==> config.mk <==
export PLATFORM = sky130hd
export DESIGN_NAME = updown_counter_param_flat
export DESIGN_NICKNAME = d
export VERILOG_FILES = /design/src/rtl/updown_counter_param_pkg.sv /design/src/rtl/updown_counter_param_if.sv /design/src/rtl/updown_counter_param_prescaler.sv /design/src/rtl/updown_counter_param.sv /design/src/flat_wrapper.sv
export SDC_FILE = /design/constraint.sdc
export NUM_CORES = 1
export LEC_CHECK = 0
export ABC_CLOCK_PERIOD_IN_PS = 9400
export BUFFER_PORTS_ARGS = -buffer_cell sky130_fd_sc_hd__buf_2
export CORE_MARGIN = 5
export CORE_UTILIZATION = 60
export CTS_BUF_LIST = sky130_fd_sc_hd__clkbuf_4 sky130_fd_sc_hd__clkbuf_8
export DETAILED_ROUTE_END_ITERATION = 8
export PLACE_DENSITY = 0.92
export SKIP_LAST_GASP = 1
export SLEW_MARGIN = 20
export SYNTH_ARGS = -nofsm -noshare
export SYNTH_HDL_FRONTEND = slang
export SYNTH_SLANG_ARGS = --single-unit
==> constraint.sdc <==
create_clock -name clock -period 9.4 [get_ports clock]
set_input_delay 1.88 -clock clock [delete_from_list [all_inputs] [get_ports clock]]
set_output_delay 1.88 -clock clock [all_outputs]
set_load 0.01 [all_outputs]
==> src/rtl/updown_counter_param_pkg.sv <==
// counter_pkg: shared boundary-action enum and max-value helper for updown_counter_param
package counter_pkg;

    typedef enum logic [1:0] {
        WRAP,
        SATURATE,
        RELOAD
    } bound_act_e;

    // Widest counter the max-value helper can describe
    localparam int MAX_W = 256;

    function automatic logic [MAX_W-1:0] max_val(input int w);
        return ({{(MAX_W-1){1'b0}}, 1'b1} << w) - 1'b1;
    endfunction

endpackage

==> src/rtl/updown_counter_param_if.sv <==
// updown_counter_param_if: load/step request bus and registered count status
interface updown_counter_param_if #(
    parameter int WIDTH = 32
);
    logic [WIDTH-1:0] in;
    logic             latch;
    logic             inc;
    logic             dec;
    logic             sat;
    logic [WIDTH-1:0] count;
    logic             zero;
    logic             tc;

    modport master (
        output in, latch, inc, dec, sat,
        input  count, zero, tc
    );

    modport slave (
        input  in, latch, inc, dec, sat,
        output count, zero, tc
    );
endinterface

==> src/rtl/updown_counter_param_prescaler.sv <==
// count_prescaler: emits one step per DIV enabled cycles; clear discards the partial count
module count_prescaler #(
    parameter int DIV   = 1,
    parameter int DIV_W = $clog2(DIV + 1)
) (
    input  logic clock,
    input  logic reset_n,
    input  logic clear,
    input  logic en,
    output logic step
);
    logic [DIV_W-1:0] r_cnt;

    // With DIV = 1 the counter never leaves 0, so step collapses to en
    assign step = en && (r_cnt == DIV_W'(DIV - 1));

    // Count enabled cycles, restarting on a step or a clear
    always_ff @(posedge clock or negedge reset_n) begin
        if (!reset_n) begin
            r_cnt <= '0;
        end else begin
            r_cnt <= clear ? '0 : !en ? r_cnt : step ? '0 : r_cnt + 1'b1;
        end
    end
endmodule

==> src/rtl/updown_counter_param.sv <==
// updown_counter_param: loadable up/down counter with prescaler, wrap/saturate and tc pulse
// Optional macro COUNTER_AUTORELOAD_EN: down-step at 0 reloads the last latched value
module updown_counter_param
    import counter_pkg::*;
#(
    parameter int WIDTH = 32,
    parameter int DIV   = 1,
    parameter int DIV_W = $clog2(DIV + 1)
) (
    input  logic                 clock,
    input  logic                 reset_n,
    updown_counter_param_if.slave bus
);
    localparam logic [WIDTH-1:0] MAX = WIDTH'(max_val(WIDTH));

    logic [WIDTH-1:0] r_count;
    logic             r_zero;
    logic             r_tc;
    logic [WIDTH-1:0] w_reload;
    logic             w_reload_en;
    logic             w_en;
    logic             w_step;
    logic             w_up;
    logic             w_at_bound;
    bound_act_e       w_act;
    logic [WIDTH-1:0] w_bound;
    logic [WIDTH-1:0] w_next;

`ifdef COUNTER_AUTORELOAD_EN
    logic [WIDTH-1:0] r_reload;

    // Remember every latched value as the down-count reload target
    always_ff @(posedge clock or negedge reset_n) begin
        if (!reset_n) begin
            r_reload <= '0;
        end else if (bus.latch) begin
            r_reload <= bus.in;
        end
    end

    assign w_reload    = r_reload;
    assign w_reload_en = 1'b1;
`else
    assign w_reload    = '0;
    assign w_reload_en = 1'b0;
`endif

    // inc and dec together cancel out, and a latch suppresses stepping
    assign w_en = !bus.latch && (bus.inc ^ bus.dec);
    assign w_up = bus.inc;

    count_prescaler #(
        .DIV   (DIV),
        .DIV_W (DIV_W)
    ) u_prescaler (
        .clock   (clock),
        .reset_n (reset_n),
        .clear   (bus.latch),
        .en      (w_en),
        .step    (w_step)
    );

    // Decide what a step at the boundary does and where the count goes next
    always_comb begin
        w_at_bound = w_up ? (r_count == MAX) : (r_count == '0);
        w_act      = (!w_up && w_reload_en) ? RELOAD : bus.sat ? SATURATE : WRAP;
        w_bound    = (w_act == RELOAD) ? w_reload : (w_act == SATURATE) ? r_count : w_up ? '0 : MAX;
        w_next     = bus.latch ? bus.in : !w_step ? r_count : w_at_bound ? w_bound : w_up ? r_count + 1'b1 : r_count - 1'b1;
    end

    // Register count with zero derived from the same next value, and pulse tc on boundary steps
    always_ff @(posedge clock or negedge reset_n) begin
        if (!reset_n) begin
            r_count <= '0;
            r_zero  <= 1'b1;
            r_tc    <= 1'b0;
        end else begin
            r_count <= w_next;
            r_zero  <= (w_next == '0);
            r_tc    <= w_step && w_at_bound;
        end
    end

    assign bus.count = r_count;
    assign bus.zero  = r_zero;
    assign bus.tc    = r_tc;
endmodule

==> src/flat_wrapper.sv <==
// flat-port wrapper written by rule: the top's interface ports become plain ports
module updown_counter_param_flat import counter_pkg::*;
#(
    parameter int WIDTH = 32,
    parameter int DIV   = 1,
    parameter int DIV_W = $clog2(DIV + 1)
)
  (clock, reset_n, bus_in, bus_latch, bus_inc, bus_dec, bus_sat, bus_count, bus_zero, bus_tc);
  updown_counter_param_if #(.WIDTH(WIDTH)) bus_i ();
  input  logic clock;
  input  logic reset_n;
  input wire logic [$bits(bus_i.in)-1:0] bus_in;
  input wire logic [$bits(bus_i.latch)-1:0] bus_latch;
  input wire logic [$bits(bus_i.inc)-1:0] bus_inc;
  input wire logic [$bits(bus_i.dec)-1:0] bus_dec;
  input wire logic [$bits(bus_i.sat)-1:0] bus_sat;
  output wire logic [$bits(bus_i.count)-1:0] bus_count;
  output wire logic [$bits(bus_i.zero)-1:0] bus_zero;
  output wire logic [$bits(bus_i.tc)-1:0] bus_tc;
  assign bus_i.in = bus_in;
  assign bus_i.latch = bus_latch;
  assign bus_i.inc = bus_inc;
  assign bus_i.dec = bus_dec;
  assign bus_i.sat = bus_sat;
  assign bus_count = bus_i.count;
  assign bus_zero = bus_i.zero;
  assign bus_tc = bus_i.tc;
  updown_counter_param #(.WIDTH(WIDTH), .DIV(DIV), .DIV_W(DIV_W)) u_core (.clock(clock), .reset_n(reset_n), .bus(bus_i));
endmodule
After elaboration in Yosys (flattened, before gate mapping)

Index checks and enable logic that the tools add are counted.

Flip-flop bits (word level): 35
Input bits: 38
Output and inout bits: 34

Add/sub/neg operators: 3
Equality and inequality tests: 3
Muxes and demuxes: 12
Bitwise operators: 2
Reduce and logical (&&, ||, !) cells: 7

Operator list:

| cell                                                 | number |
|---|---|
| 2-to-1 mux 32 bit                                    | 7 |
| logical NOT 32 bit                                   | 2 |
| adder 32 x 1 -> 32 bit (second input constant)       | 1 |
| equality test 32 bit (second input constant)         | 1 |
| subtractor 32 x 1 -> 32 bit (second input constant)  | 1 |
| 2-to-1 mux 1 bit                                     | 5 |
| logical AND 1 bit                                    | 3 |
| equality test 2 x 1 -> 1 bit (second input constant) | 1 |
| equality test 2 bit (second input constant)          | 1 |
| nonzero test 2 bit                                   | 1 |
| adder 1 bit (second input constant)                  | 1 |
| logical NOT 1 bit                                    | 1 |
| inverter 1 bit                                       | 1 |
| bitwise XOR 1 bit                                    | 1 |

Longest topological paths before layout

Word-level depth: 8
Gate-level depth with buffers: 13

Modules after synthesis

A second synthesis with hierarchy kept.

Cell total of the unflattened synthesis: 508
Area, all modules: 3,918.8 um^2

Modules (own cells, without submodules):

| module               | instances | cells each | area each (um^2) | seq. area each (um^2) |
|---|---|---|---|---|
| updown_counter_param | 1         | 505        | 3,872.5          | 852.1 |
| count_prescaler      | 1         | 3          | 46.3             | 25.0 |

Worst setup path before layout

Ideal clock, no wire load.

Kind: input-to-reg
Start: in bus_inc
End: reg u_core.r_zero (netlist: u_core.bus.zero)
Library setup time: 0.089 ns
Arrival: 5.091 ns
Required time: 9.311 ns
Path slack: 4.219 ns
Stages on the path: 12
Cells stage by stage: inv_1 ha_1 and2b_1 o2111ai_2 a211oi_2 o31a_2 o211a_1 o21ai_0 mux2i_1 nand2_1 or4_1 nor4b_2

Longest elaborated chain between the ends: 7
Elaborated cells on any way between the ends: 12
Those cells by class: mux: 8; bitwise: 1; reduce/logical: 3

RTL lines:

| item                             | RTL line                   | source |
|---|---|---|
| from (decl)                      | flat_wrapper.sv:14         | `input wire logic [$bits(bus_i.inc)-1:0] bus_inc;` |
| 2-to-1 mux 32 bit (3 in a row)   | updown_counter_param.sv:67 | `w_bound = (w_act == RELOAD) ? w_reload : (w_act == SATURATE) ? r_count : w_up ? '0 : MAX;` |
| 2-to-1 mux 32 bit                | updown_counter_param.sv:68 | `w_next = bus.latch ? bus.in : !w_step ? r_count : w_at_bound ? w_bound : w_up ? r_count + 1'b1 : r_count - 1'b ...` |
| 2-to-1 mux 32 bit * (2 in a row) | updown_counter_param.sv:68 |  |
| via u_core.w_next[26]            | updown_counter_param.sv:27 | `logic [WIDTH-1:0] w_next;` |
| logical NOT 32 bit *             | updown_counter_param.sv:79 | `r_zero <= (w_next == '0);` |
| to (signal assigned)             | updown_counter_param.sv:79 |  |
| to (decl)                        | updown_counter_param.sv:17 | `logic r_zero;` |

Mark *: on every way through the listed nets, which the timed path passes. The rest lies on a longest branch.
A chain may end at the register's enable or synchronous reset.

Worst setup path in the final report

Same ends and word-level chain as after synthesis.

==> results.md <==
* Final GP Congestion at 0.9531
* Drt drc at 0
* Status: finished, final reports clean
* GRT Overall Usage at 0.3106
* Final period utilization at 0.6777
* Dpl cells at 627
* Initial antenna violation count at 0
* Post-Syn Area at 0.003866 mm2
* H-tree depth at 2
* Final setup viols at 0
* Max Cap Violations at 0
* Slew headroom at 0.2560
* Post-synth top area share at 0.2201
* Synth cell types at 71
* Via-to-Cell Ratio at 6.959
* Post-CTS resize count at 0
* DRT Wirelength at 13030 um
* Setup repair bufs after CTS at 0
* Fin. max-slew vios at 0
* IO Pins at 72
* Mean Syn Cell Area at 7.732 um2
* Die height at 90.27 um
* Post-route cell area at 0.004333 mm2
* Crit path arrival time at 6.58 ns
* Final Hold Viols at 0
* Pwr dens at 224.4 mW/mm2
* Port Buffers at 71
* Setup tns final at 0 ns
* First-pass GRT wire length at 20810 um
* CTS sink count at 35
* P&R area growth vs syn at 12.07%
* Crit. End Element: flip-flop
* VDD IR-drop max at 0.1245 mV
* Leakage power at 1.944 nW
* DR pass1 iterations at 5
* Num rows at 29
* Worst Hold Class: reg2reg
* Vias at 4419
* Top Layer Used: met4
* RSZ-0062 raised after global routing: no
* Seq/Total Area, Yosys at 0.2269
* Die Area at 0.008149 mm2
* Pin count of the biggest net entering global routing at 39
* EDFF count, synth at 0
* Avg WL per Cell at 20.53 um
* Fin Hold WS at 0.5845 ns
* Clock skew at 0.008553 ns
* Initial Utilization at 0.6124
* Iter 0 DRT Violations at 345
* Syn nets at 569
* Most numerous cell in the Yosys netlist: nor2_1
* Clock Path Buffers at 2
* Synth async-reset ratio at 1.000
* Dpl cell area at 0.004244 mm2
* Cts bufs inserted at 5
* Chip width at 90.27 um
* Crit path launch type: input pin
* Final nets at 626
* Number of global-route vias before repair at 4257
* Ys flop type: dfrtp_1
* Core region area at 0.006314 mm2
* Synth top cells by count: 43 x nor2_1, 40 x a21oi_1, 40 x o21ai_0
* Setup CP Type: in2reg
* Skew-Pair Late Insertion Delay at 0.30 ns
* Ratio of cells with drive above 1 in the final layout at 0.1828
* Number of synthesized register bits at 35
* Hold-fix buffers, CTS at 0
* Met1 WL at 5220 um
* WP data required at 9.61 ns
* Antenna diodes at 0
* DR WL met3 at 1225 um
* CTS tree: yes
* Max Fanout on Critical Path at 34
* Synth area leader: dfrtp_1
* Synth top area cells: dfrtp_1 22%, ha_1 9.7%, a21oi_1 5.2%
* Min Tclk post-route at 6.370 ns
* Slew @ Worst Pin at 1.109 ns
* Post-Synthesis Cells at 500
* Clk root buf: clkbuf_8
* Grt ovf at 0
* Final Non-Filler Cells at 635
* Fmax at 157.0 MHz
* Clock transition at path regs at 0.08 ns
* Met2 routed WL at 5954 um
* Ys Warns at 0
* DP HPWL at 9475 um
* Overall power at 0.0009722 W
* DRT antenna net count at 0
[worst paths after layout]
check / startpoint / to / slack [ns] / cells past startpoint
setup reg to reg: u_core.bus.count[0]$_DFF_PN0_ / u_core.bus.zero$_DFF_PN1_ / 5.44 / 12
hold reg to reg: u_core.u_prescaler.r_cnt$_DFFE_PN0P_ / u_core.u_prescaler.r_cnt$_DFFE_PN0P_ / 0.58 / 1
max in group asynchronous: reset_n / u_core.bus.count[25]$_DFF_PN0_ / 7.16 / 1
hold / removal: u_core.u_prescaler.r_cnt$_DFFE_PN0P_ / u_core.u_prescaler.r_cnt$_DFFE_PN0P_ / 0.58 / 1
min in group asynchronous: reset_n / u_core.bus.count[8]$_DFF_PN0_ / 1.69 / 1
setup / recovery: bus_inc / u_core.bus.zero$_DFF_PN1_ / 3.03 / 13
[sequential cells by signal, summed over array words and instances, names as in the netlist]
register                  count
u_core.bus.zero               1
u_core.bus.count             32
u_core.bus.tc                 1
u_core.u_prescaler.r_cnt      1
[per-stage QoR]
step | utilization | setup WS, ns
2_1_floorplan | - | 4.219
3_3_place_gp | 0.6722 | 3.362
3_5_place_dp | 0.6722 | 3.183
4_1_cts | 0.6863 | 3.490
5_1_grt | 0.6863 | 2.862
6_report | 0.6863 | 3.030
[worst max-delay path, stage by stage]
cell and delay [ns]:
buf_2 0.16, clkinv_1 0.87, ha_1 0.71, a211o_1 0.33, a211o_1 0.36, a31oi_4 0.29
o21ai_0 0.23, xnor2_1 0.25, o221ai_1 0.23, nor4_1 0.46, nand4_1 0.22, nor4_1 0.31
nor4b_2 0.26
[layout make-up]
class                   count  area (um2)
clock inverters             1       5.005
clock buffers               7       83.83
multi-input cells         428        2844
well taps                  77       96.34
flip-flops and latches     35       877.1
repair buffers             74       377.9
fillers                   574        1981
inverters                  13       48.80
[per-layer routing]
layer | vias to the layer above | global-route usage
met5 | - | 0
met4 | 0 | 0.1787
met3 | 55 | 0.05667
met2 | 256 | 0.4963
met1 | 2064 | 0.3910
li1 | 2044 | -
[cell families after synthesis]
| family | Yosys count | share of synthesized area |
|---|---|---|
| simple gates | 189 | 0.2550 |
| xor+xnor | 16 | 0.03624 |
| fa+ha+maj | 31 | 0.1023 |
| flops | 35 | 0.2269 |
| buf+inv | 37 | 0.03754 |
| compound gates | 189 | 0.3340 |
| mux | 3 | 0.008091 |
[where the power goes]
group	internal [W]	total, W	switching (W)
clock network	0.0000579	0.000120	0.0000617
registers	0.000187	0.000251	0.0000640
logic	0.000248	0.000601	0.000354
[cell usage in the layout (no fill, tap or decap), types with 7 or more instances in the layout]
master	count
buf_2	71
or3_1	22
o21a_1	7
inv_1	12
nand3_1	15
nand4_1	18
a22oi_1	8
nor3_1	10
ha_1	30
a21oi_1	40
and3_1	7
xnor2_1	11
dfrtp_1	34
a21o_1	22
o21ai_0	40
nor2_1	43
nand2_1	39
nor4_1	11
Power figures use the tool's default switching activity.
